<file path="config.mk">
export PLATFORM = sky130hd
export DESIGN_NAME = scope_capture_ctrl_flat
export DESIGN_NICKNAME = d
export VERILOG_FILES = /design/src/rtl/scope_capture_ctrl_if.sv /design/src/rtl/scope_capture_ctrl.sv /design/src/flat_wrapper.sv
export SDC_FILE = /design/constraint.sdc
export NUM_CORES = 1
export LEC_CHECK = 0
export ABC_AREA = 1
export BUFFER_PORTS_ARGS = -buffer_cell sky130_fd_sc_hd__buf_2
export CAP_MARGIN = 5
export CORE_MARGIN = 2
export CORE_UTILIZATION = 25
export CTS_BUF_LIST = sky130_fd_sc_hd__clkbuf_8 sky130_fd_sc_hd__clkbuf_16
export CTS_CLUSTER_DIAMETER = 50
export DETAILED_ROUTE_END_ITERATION = 12
export PLACE_DENSITY = 0.44
export RECOVER_POWER = 50
export SYNTH_ARGS = -nofsm -noshare
export SYNTH_HDL_FRONTEND = slang
export SYNTH_SLANG_ARGS = --single-unit
export TNS_END_PERCENT = 50
</file>
<file path="constraint.sdc">
create_clock -name clk -period 1.9 [get_ports clk]
set_input_delay 0.38 -clock clk [delete_from_list [all_inputs] [get_ports clk]]
set_output_delay 0.38 -clock clk [all_outputs]
set_load 0.005 [all_outputs]
</file>
<file path="src/rtl/scope_capture_ctrl_if.sv">
// Bundle of the capture controller's trigger, RAM write, status and readout signals.
// The slave modport is the controller side; the master modport is the host/driver side.
interface scope_capture_ctrl_if #(
  parameter int unsigned ADDR_WIDTH    = 4,
  parameter int unsigned HOLDOFF_WIDTH = 8
);
  logic                     i_arm;
  logic                     i_trigger;
  logic [HOLDOFF_WIDTH-1:0] i_holdoff;
  logic                     o_wr_en;
  logic [ADDR_WIDTH-1:0]    o_wr_addr;
  logic                     primed;
  logic                     stopped;
  logic [ADDR_WIDTH-1:0]    o_trig_addr;
  logic                     o_rd_valid;
  logic [ADDR_WIDTH-1:0]    o_rd_addr;
  logic                     o_rd_last;
  logic                     i_rd_ready;

  modport slave (
    input  i_arm, i_trigger, i_holdoff, i_rd_ready,
    output o_wr_en, o_wr_addr, primed, stopped, o_trig_addr, o_rd_valid, o_rd_addr, o_rd_last
  );

  modport master (
    output i_arm, i_trigger, i_holdoff, i_rd_ready,
    input  o_wr_en, o_wr_addr, primed, stopped, o_trig_addr, o_rd_valid, o_rd_addr, o_rd_last
  );
endinterface

</file>
<file path="src/rtl/scope_capture_ctrl.sv">
// Capture sequencer for the logic analyzer sample RAM: fill, prime, trigger, holdoff,
// freeze, then read the frozen buffer out oldest-first over valid/ready.
// Optional macro AUTO_REARM_EN: after the final readout beat restart FILL instead of IDLE.
module scope_capture_ctrl #(
  parameter int unsigned ADDR_WIDTH    = 4,
  parameter int unsigned HOLDOFF_WIDTH = 8
) (
  input  logic                clk,
  input  logic                reset,
  scope_capture_ctrl_if.slave bus
);

  localparam int unsigned Depth = 2 ** ADDR_WIDTH;
  localparam logic [ADDR_WIDTH-1:0]    LastAddr = ADDR_WIDTH'(Depth - 1);
  localparam logic [HOLDOFF_WIDTH-1:0] MaxHold  = HOLDOFF_WIDTH'(Depth - 1);

  typedef enum logic [2:0] {StIdle, StFill, StPrimed, StHoldoff, StStopped} state_e;

  state_e state_q, state_d;

  logic [ADDR_WIDTH-1:0]    wr_addr_q, wr_addr_d;
  logic [ADDR_WIDTH-1:0]    trig_addr_q, trig_addr_d;
  logic [ADDR_WIDTH-1:0]    rd_addr_q, rd_addr_d;
  logic [HOLDOFF_WIDTH-1:0] hold_cnt_q, hold_cnt_d;
  logic [HOLDOFF_WIDTH-1:0] eff_hold_q, eff_hold_d;

  logic [HOLDOFF_WIDTH-1:0] clamp_hold;
  logic [ADDR_WIDTH-1:0]    last_addr;
  logic                     writing;
  logic                     rd_xfer;
  logic                     rd_last;

  // Clamp keeps the trigger sample from being overwritten by the holdoff writes.
  assign clamp_hold = (bus.i_holdoff > MaxHold) ? MaxHold : bus.i_holdoff;
  // Write pointer is frozen in STOPPED one past the last written address.
  assign last_addr  = wr_addr_q - ADDR_WIDTH'(1);
  assign writing    = (state_q == StFill) || (state_q == StPrimed) || (state_q == StHoldoff);
  assign rd_last    = (state_q == StStopped) && (rd_addr_q == last_addr);
  assign rd_xfer    = (state_q == StStopped) && bus.i_rd_ready;

  // State register.
  always_ff @(posedge clk or posedge reset) begin
    if (reset) begin
      state_q <= StIdle;
    end else begin
      state_q <= state_d;
    end
  end

  // Next-state logic; arm overrides everything, including a same-cycle trigger.
  always_comb begin
    state_d = state_q;
    if (bus.i_arm) begin
      state_d = StFill;
    end else begin
      unique case (state_q)
        StIdle:    state_d = StIdle;
        StFill:    if (wr_addr_q == LastAddr) state_d = StPrimed;
        StPrimed:  if (bus.i_trigger) state_d = (clamp_hold == '0) ? StStopped : StHoldoff;
        StHoldoff: if (hold_cnt_q + HOLDOFF_WIDTH'(1) == eff_hold_q) state_d = StStopped;
        StStopped: begin
          if (rd_xfer && rd_last) begin
`ifdef AUTO_REARM_EN
            state_d = StFill;
`else
            state_d = StIdle;
`endif
          end
        end
        default:   state_d = StIdle;
      endcase
    end
  end

  // Datapath next values: write pointer, trigger capture, holdoff count, read pointer.
  always_comb begin
    wr_addr_d   = wr_addr_q;
    trig_addr_d = trig_addr_q;
    rd_addr_d   = rd_addr_q;
    hold_cnt_d  = hold_cnt_q;
    eff_hold_d  = eff_hold_q;
    if (bus.i_arm) begin
      wr_addr_d  = '0;
      hold_cnt_d = '0;
    end else begin
      if (writing) begin
        wr_addr_d = wr_addr_q + ADDR_WIDTH'(1);
        // Oldest sample after the final write sits just past it.
        rd_addr_d = wr_addr_q + ADDR_WIDTH'(1);
      end
      if (state_q == StPrimed && bus.i_trigger) begin
        trig_addr_d = wr_addr_q;
        eff_hold_d  = clamp_hold;
        hold_cnt_d  = '0;
      end
      if (state_q == StHoldoff) begin
        hold_cnt_d = hold_cnt_q + HOLDOFF_WIDTH'(1);
      end
      if (rd_xfer) begin
        rd_addr_d = rd_addr_q + ADDR_WIDTH'(1);
        if (rd_last) begin
          wr_addr_d  = '0;
          hold_cnt_d = '0;
        end
      end
    end
  end

  // Datapath registers.
  always_ff @(posedge clk or posedge reset) begin
    if (reset) begin
      wr_addr_q   <= '0;
      trig_addr_q <= '0;
      rd_addr_q   <= '0;
      hold_cnt_q  <= '0;
      eff_hold_q  <= '0;
    end else begin
      wr_addr_q   <= wr_addr_d;
      trig_addr_q <= trig_addr_d;
      rd_addr_q   <= rd_addr_d;
      hold_cnt_q  <= hold_cnt_d;
      eff_hold_q  <= eff_hold_d;
    end
  end

  // Outputs decoded from state and registers only, so reset clears them at once.
  always_comb begin
    bus.o_wr_en     = writing;
    bus.o_wr_addr   = wr_addr_q;
    bus.primed      = (state_q == StPrimed) || (state_q == StHoldoff);
    bus.stopped     = (state_q == StStopped);
    bus.o_trig_addr = trig_addr_q;
    bus.o_rd_valid  = (state_q == StStopped);
    bus.o_rd_addr   = (state_q == StStopped) ? rd_addr_q : '0;
    bus.o_rd_last   = rd_last;
  end

endmodule

</file>
<file path="src/flat_wrapper.sv">
// flat-port wrapper written by rule: the top's interface ports become plain ports
module scope_capture_ctrl_flat 
#(
  parameter int unsigned ADDR_WIDTH    = 4,
  parameter int unsigned HOLDOFF_WIDTH = 8
)
  (clk, reset, bus_i_arm, bus_i_trigger, bus_i_holdoff, bus_i_rd_ready, bus_o_wr_en, bus_o_wr_addr, bus_primed, bus_stopped, bus_o_trig_addr, bus_o_rd_valid, bus_o_rd_addr, bus_o_rd_last);
  scope_capture_ctrl_if #(.ADDR_WIDTH(ADDR_WIDTH), .HOLDOFF_WIDTH(HOLDOFF_WIDTH)) bus_i ();
  input  logic clk;
  input  logic reset;
  input wire logic [$bits(bus_i.i_arm)-1:0] bus_i_arm;
  input wire logic [$bits(bus_i.i_trigger)-1:0] bus_i_trigger;
  input wire logic [$bits(bus_i.i_holdoff)-1:0] bus_i_holdoff;
  input wire logic [$bits(bus_i.i_rd_ready)-1:0] bus_i_rd_ready;
  output wire logic [$bits(bus_i.o_wr_en)-1:0] bus_o_wr_en;
  output wire logic [$bits(bus_i.o_wr_addr)-1:0] bus_o_wr_addr;
  output wire logic [$bits(bus_i.primed)-1:0] bus_primed;
  output wire logic [$bits(bus_i.stopped)-1:0] bus_stopped;
  output wire logic [$bits(bus_i.o_trig_addr)-1:0] bus_o_trig_addr;
  output wire logic [$bits(bus_i.o_rd_valid)-1:0] bus_o_rd_valid;
  output wire logic [$bits(bus_i.o_rd_addr)-1:0] bus_o_rd_addr;
  output wire logic [$bits(bus_i.o_rd_last)-1:0] bus_o_rd_last;
  assign bus_i.i_arm = bus_i_arm;
  assign bus_i.i_trigger = bus_i_trigger;
  assign bus_i.i_holdoff = bus_i_holdoff;
  assign bus_i.i_rd_ready = bus_i_rd_ready;
  assign bus_o_wr_en = bus_i.o_wr_en;
  assign bus_o_wr_addr = bus_i.o_wr_addr;
  assign bus_primed = bus_i.primed;
  assign bus_stopped = bus_i.stopped;
  assign bus_o_trig_addr = bus_i.o_trig_addr;
  assign bus_o_rd_valid = bus_i.o_rd_valid;
  assign bus_o_rd_addr = bus_i.o_rd_addr;
  assign bus_o_rd_last = bus_i.o_rd_last;
  scope_capture_ctrl #(.ADDR_WIDTH(ADDR_WIDTH), .HOLDOFF_WIDTH(HOLDOFF_WIDTH)) u_core (.clk(clk), .reset(reset), .bus(bus_i));
endmodule
</file>
Yosys cells after proc, flatten, opt, wreduce, memory -nomap -nowiden
Index checks and enable logic that the tools add are counted.
{"block": "op_classes", "n_addsub": 4, "magnitude_cmp": 1, "eq_ne": 11, "mux": 20, "bitwise_logic": 1, "reduce_logical": 12}
{"operator": "$mux W8", "count": 6}
{"operator": "$mux W4", "count": 7}
{"operator": "$mux W3", "count": 6}
{"operator": "$pmux W3 S4", "count": 1}
{"operator": "$add A4 B1 Y4 const B", "count": 2}
{"operator": "$add A8 B1 Y8 const B", "count": 1}
{"operator": "$eq A8 B8 Y1", "count": 1}
{"operator": "$gt A8 B4 Y1 const B", "count": 1}
{"operator": "$logic_not A8 Y1", "count": 1}
{"operator": "$eq A3 B2 Y1 const B", "count": 2}
{"operator": "$ne A3 B2 Y1 const B", "count": 2}
{"operator": "$ne A3 B3 Y1 const B", "count": 2}
{"operator": "$eq A4 B4 Y1", "count": 1}
{"operator": "$eq A4 B4 Y1 const B", "count": 1}
{"operator": "$logic_and A1 B1 Y1", "count": 4}
{"operator": "$reduce_and A2 Y1", "count": 2}
{"operator": "$reduce_and A4 Y1", "count": 1}
{"operator": "$sub A4 B1 Y4 const B", "count": 1}
{"operator": "$eq A3 B1 Y1 const B", "count": 1}
{"operator": "$eq A3 B3 Y1 const B", "count": 1}
{"operator": "$logic_or A1 B1 Y1", "count": 3}
{"operator": "$reduce_bool A2 Y1", "count": 1}
{"operator": "$not A1 Y1", "count": 1}
{"block": "totals", "ff_bits": 31, "inputBits": 13, "out_inout_bits": 17}

Longest topological paths before layout
{"block": "logic_depth", "depth_word": 7, "depth_mapped": 15, "depth_no_buf": 15}

Worst setup path before layout
No wires, ideal clock.
{"block": "synth_timing", "path_type": "reg-to-reg", "startpoint": "register u_core.wr_addr_q[0], in the netlist u_core.bus.o_wr_addr[0]", "endpoint": "register u_core.state_q[1]", "arrival_ns": 1.600, "path_slack_ns": 0.183, "path_stages_with_launch": 13, "cell_sequence": "dfrtp_1 > inv_1 > ha_1 > xor2_1 > nand3_1 > nor2_2 > nand3_2 > nand2_1 > nand2_1 > clkinv_1 > nand2_1 > nand2_1 > nand2_1"}
{"block": "synth_via", "elab_chain_cells": 6, "elab_cells_between_ends": 8}
{"item": "start: declaration", "line_no": "scope_capture_ctrl.sv:21", "text": "logic [ADDR_WIDTH-1:0] wr_addr_q, wr_addr_d;"}
{"item": "start signal: assignment", "line_no": "scope_capture_ctrl.sv:118", "text": "wr_addr_q <= wr_addr_d;"}
{"item": "$sub A4 B1 Y4", "line_no": "scope_capture_ctrl.sv:36", "text": "assign last_addr = wr_addr_q - ADDR_WIDTH'(1);"}
{"item": "$eq A4 B4 Y1", "line_no": "scope_capture_ctrl.sv:38", "text": "assign rd_last = (state_q == StStopped) && (rd_addr_q == last_addr);"}
{"item": "$logic_and A1 B1 Y1", "line_no": "scope_capture_ctrl.sv:38"}
{"item": "$logic_and A1 B1 Y1", "line_no": "scope_capture_ctrl.sv:62", "text": "if (rd_xfer && rd_last) begin"}
{"item": "$ne A3 B2 Y1 (no source line)"}
{"item": "$reduce_and A4 Y1 (no source line) *"}
{"item": "end signal: assignment", "line_no": "scope_capture_ctrl.sv:44", "text": "state_q <= StIdle;"}
{"item": "end signal: assignment", "line_no": "scope_capture_ctrl.sv:46", "text": "state_q <= state_d;"}
{"item": "end: declaration", "line_no": "scope_capture_ctrl.sv:19", "text": "state_e state_q, state_d;"}
Mark *: on every way between the ends. The rest lies on a longest branch, timed or not.
A chain may end at the register's enable or synchronous reset.

Final worst setup path
{"block": "layout_timing", "startpoint": "register u_core.wr_addr_q[1], in the netlist u_core.bus.o_wr_addr[1]", "endpoint": "output port bus_o_rd_last"}
{"block": "layout_via", "elab_chain_cells": 3}
{"item": "$sub A4 B1 Y4", "line_no": "scope_capture_ctrl.sv:36"}
{"item": "$eq A4 B4 Y1", "line_no": "scope_capture_ctrl.sv:38"}
{"item": "$logic_and A1 B1 Y1", "line_no": "scope_capture_ctrl.sv:38"}
{"item": "end: declaration", "line_no": "flat_wrapper.sv:22", "text": "output wire logic [$bits(bus_i.o_rd_last)-1:0] bus_o_rd_last;"}
No other way between the ends.

==> reports/metrics.cfg <==
[run_status]
status=finished with violations
violations=setup timing

[global_route]
grt_pass1_vias=1863
grt_max_degree=32
grt_pass1_wl_um=8580
antenna_found_initial=0
overflow=0
grt_use_total_pct=12.7

[power]
p_switching_mw=1.48
p_leak_nw=1.28
cellPowerDensity_nw_per_um2=1430
power.total_mw=3.53
switching_share_pct=41.9
seq_power_share_pct=33.2
p_int_mw=2.05
ir_drop_uv=563
p_comb_share_pct=47.2
power_frac_clock_pct=19.6

[logic_synthesis]
synth_top_area_cell=dfrtp_1
synth_top_family_by_area=simple AND/OR/NAND/NOR gates
synthMuxAreaShare_pct=0
synth_compound_area_share_pct=13.3
synth_ff_type=dfrtp_1
synth_common_cells=nand2_1, inv_1, dfrtp_1, nand3_1, nor2_1
postSynthAreaPerCell_um2=7.23
synth.area.top_cells=dfrtp_1, nand2_1, inv_1, nand3_1, nor2_1
synth_cell_types=31
synth_most_common_cell=nand2_1
synthDominantCellAreaShare_pct=39.9
synthAdderAreaFrac_pct=2.57
ys_seq_elements=31
netlist_instances=269
ys_seq_area_share_pct=39.9
syn-num-nets=286
synth-edff-count=0
async_flop_share_pct=100
synth_simple_gate_area_share_pct=30.6
netlist_area_um2=1940
ys_warn_count=0
synth-xor-area-share_pct=3.15

[setup_path]
reg2reg_from=u_core.bus.o_wr_addr[1]$_DFF_PP0_
cp_top_family=flip-flops
critPathCaptureType=output port
crit_cells=8
crit_chain=inv_2 -> ha_4 -> xor2_1 -> nand3_1 -> nor2_2 -> nand2_1 -> inv_1 -> buf_2
crit_start=u_core.bus.o_wr_addr[1]$_DFF_PP0_
rr_worst_depth=14
worstSetupEndpoint=bus_o_rd_last
path_class=reg2out
worstPathMaxFanout=2
cp_num_buf_inv=3
required_ns=1.52
r2r_end=u_core.state_q[1]$_DFFE_PP0P_
slowest_delay_ns=0.37
critPathLaunchType=register
slowest_stage=dfrtp_1
crit_arrival_ns=1.55
rrSetupSlack_ns=0.05

[placed_design]
gp_congestion=0.797
dp_hpwl_um=3660
post-place-ws_ns=0.0684
portBuffers=29
dp.cells=407

[layout]
finish.cell_count_without_fillers=420
multi_input_area_um2=1010
diodes=0
final_nets=334
layout-drive-gt1-share_pct=23.6
area_growth_pct=27.1
regArea_um2=776
fillCellCount=831

[drt]
vias=1809
first_pass_iters=4
routed_wl_um=4910
post_drt_wl_per_cell_um=11.7
drt_iter0_drc=57
drc=0
antenna_left=0
vias_per_cell=4.31

[die]
fp.dieH_um=92.2
rows=32
core_area_um2=7650
start_util_pct=25.4
design.die.area_um2=8500
die_x_um=92.2
ioPinCount=30

[sta]
tightestPinTransition_ns=0.835
relSlewSlack_pct=44.3
setup_violations=1
period_needed_ns=1.93
fin_worst_skew_ns=0.0126
postLayoutSetupSlackWorst_ns=-0.0324
finalCritPeriodShare_pct=102
fmax_mhz=517
finalHoldViolations=0
drv_slew=0
rsz0062_at_grt=true

[clock_network]
cts_root_buf=clkbuf_8
clock_latency_ns=0.29
cts_tree=built
numCtsBuffers=5
clkTransAtPathRegs_ns=0.08
cts.sinks=31
h-tree-depth=2
clock_path_buffers=2

[worst_hold_path]
hold_path_class=in2async

[flow_run]
maxCapViolations=0

## per-stage QoR
stage                     hold WS (ns)  utilization [%]  TNS [ns]  instance area (um^2)
after floorplan                  0.465                -         0                  1940
final                            0.319             32.3   -0.0324                  2470
after detailed placement         0.453             29.8         0                  2280
after CTS                        0.185             31.9   -0.0580                  2440
after global placement           0.452             29.8         0                  2280
after global routing             0.358             32.3    -0.422                  2470
## area by class of cell
| cell class | instances | share of cell area [%] |
|---|---|---|
| Clock buffer | 6 | 3.34 |
| Timing Repair Buffer | 45 | 10.5 |
| Clock inverter | 2 | 1.42 |
| Multi-Input combinational cell | 185 | 40.7 |
| Inverter | 49 | 7.44 |
| Sequential cell | 31 | 31.4 |
| Tap cell | 102 | 5.16 |
## routing by layer
layer,track usage (%),wire length (um)
met4,4.48,87
met5,0,0
met2,22.1,2360
met1,15.5,2300
met3,2.88,165
## tightest hold or removal path, delay by kind of cell
kind	cells	cell delay, ns
buffers and inverters	3	0.76
## sequential cells by signal, summed over array words and instances, names as in the netlist
| register | cells |
|---|---|
| u_core.eff_hold_q | 8 |
| u_core.hold_cnt_q | 8 |
| u_core.bus.o_trig_addr | 4 |
| u_core.rd_addr_q | 4 |
| u_core.bus.o_wr_addr | 4 |
| u_core.state_q | 3 |
## logic make-up (layout without fill, tap and decap cells)
kind of cell               Yosys count  after routing
and+or+nand+nor                    133            133
AOI/OAI and AO/OA                   41             41
xor gates and xnor gates             7              7
buffers and inverters               53            102
DFF                                 31             31
adders and majority gates            4              4
## worst min path at each step
| stage | end | slack (ns) | cells after the start |
|---|---|---|---|
| 2_1_floorplan | u_core.bus.o_trig_addr[3]$_DFFE_PP0P_ | 0.47 | 2 |
| 3_3_place_gp | u_core.bus.o_trig_addr[3]$_DFFE_PP0P_ | 0.45 | 2 |
| 3_5_place_dp | u_core.bus.o_trig_addr[3]$_DFFE_PP0P_ | 0.45 | 2 |
| 4_1_cts | u_core.bus.o_wr_addr[1]$_DFF_PP0_ | 0.18 | 3 |
| 5_1_grt | u_core.eff_hold_q[2]$_DFFE_PP0P_ | 0.36 | 3 |
| 6_report | u_core.bus.o_wr_addr[1]$_DFF_PP0_ | 0.32 | 3 |
## layout by cell type, fill, tap and decap left out, types with 3 or more instances in the layout
master    synthesis  layout
ha_1              4       3
o21ai_0          15      15
o211ai_1          5       5
nor2_4            2       4
nor2_2            5       4
buf_4             1      15
xor2_1            5       5
a21oi_1           7       7
buf_2             2      27
nand2_2           1       3
inv_1            46      42
nand2_1          63      60
inv_2             2       7
nor3_1            3       3
nor2_1           26      25
a211oi_1          5       4
nand3_1          29      29
dfrtp_1          31      31
clkbuf_8          0       6
## power groups by stage
| stage | combinational, mW | sequential (mW) | clock, mW |
|---|---|---|---|
| final | 1.67 | 1.17 | 0.690 |
| after global routing | 1.93 | 1.21 | 0.749 |
| after CTS | 1.66 | 1.17 | 0.709 |
| after detailed placement | 1.56 | 1.18 | 0 |
| after global placement | 1.58 | 1.18 | 0 |
| after floorplan | 1.08 | 1.15 | 0 |
## timing repair
action / CTS / global route
resized for setup: 4 / 10
buffers inserted: 4 / 1
hold buffers: 0 / 0
pin swaps: 3 / 3
hold endpoints to repair: 0 / 0
endpoints found under the setup margin: 1 / 9
(Power assumes the default switching activity.)
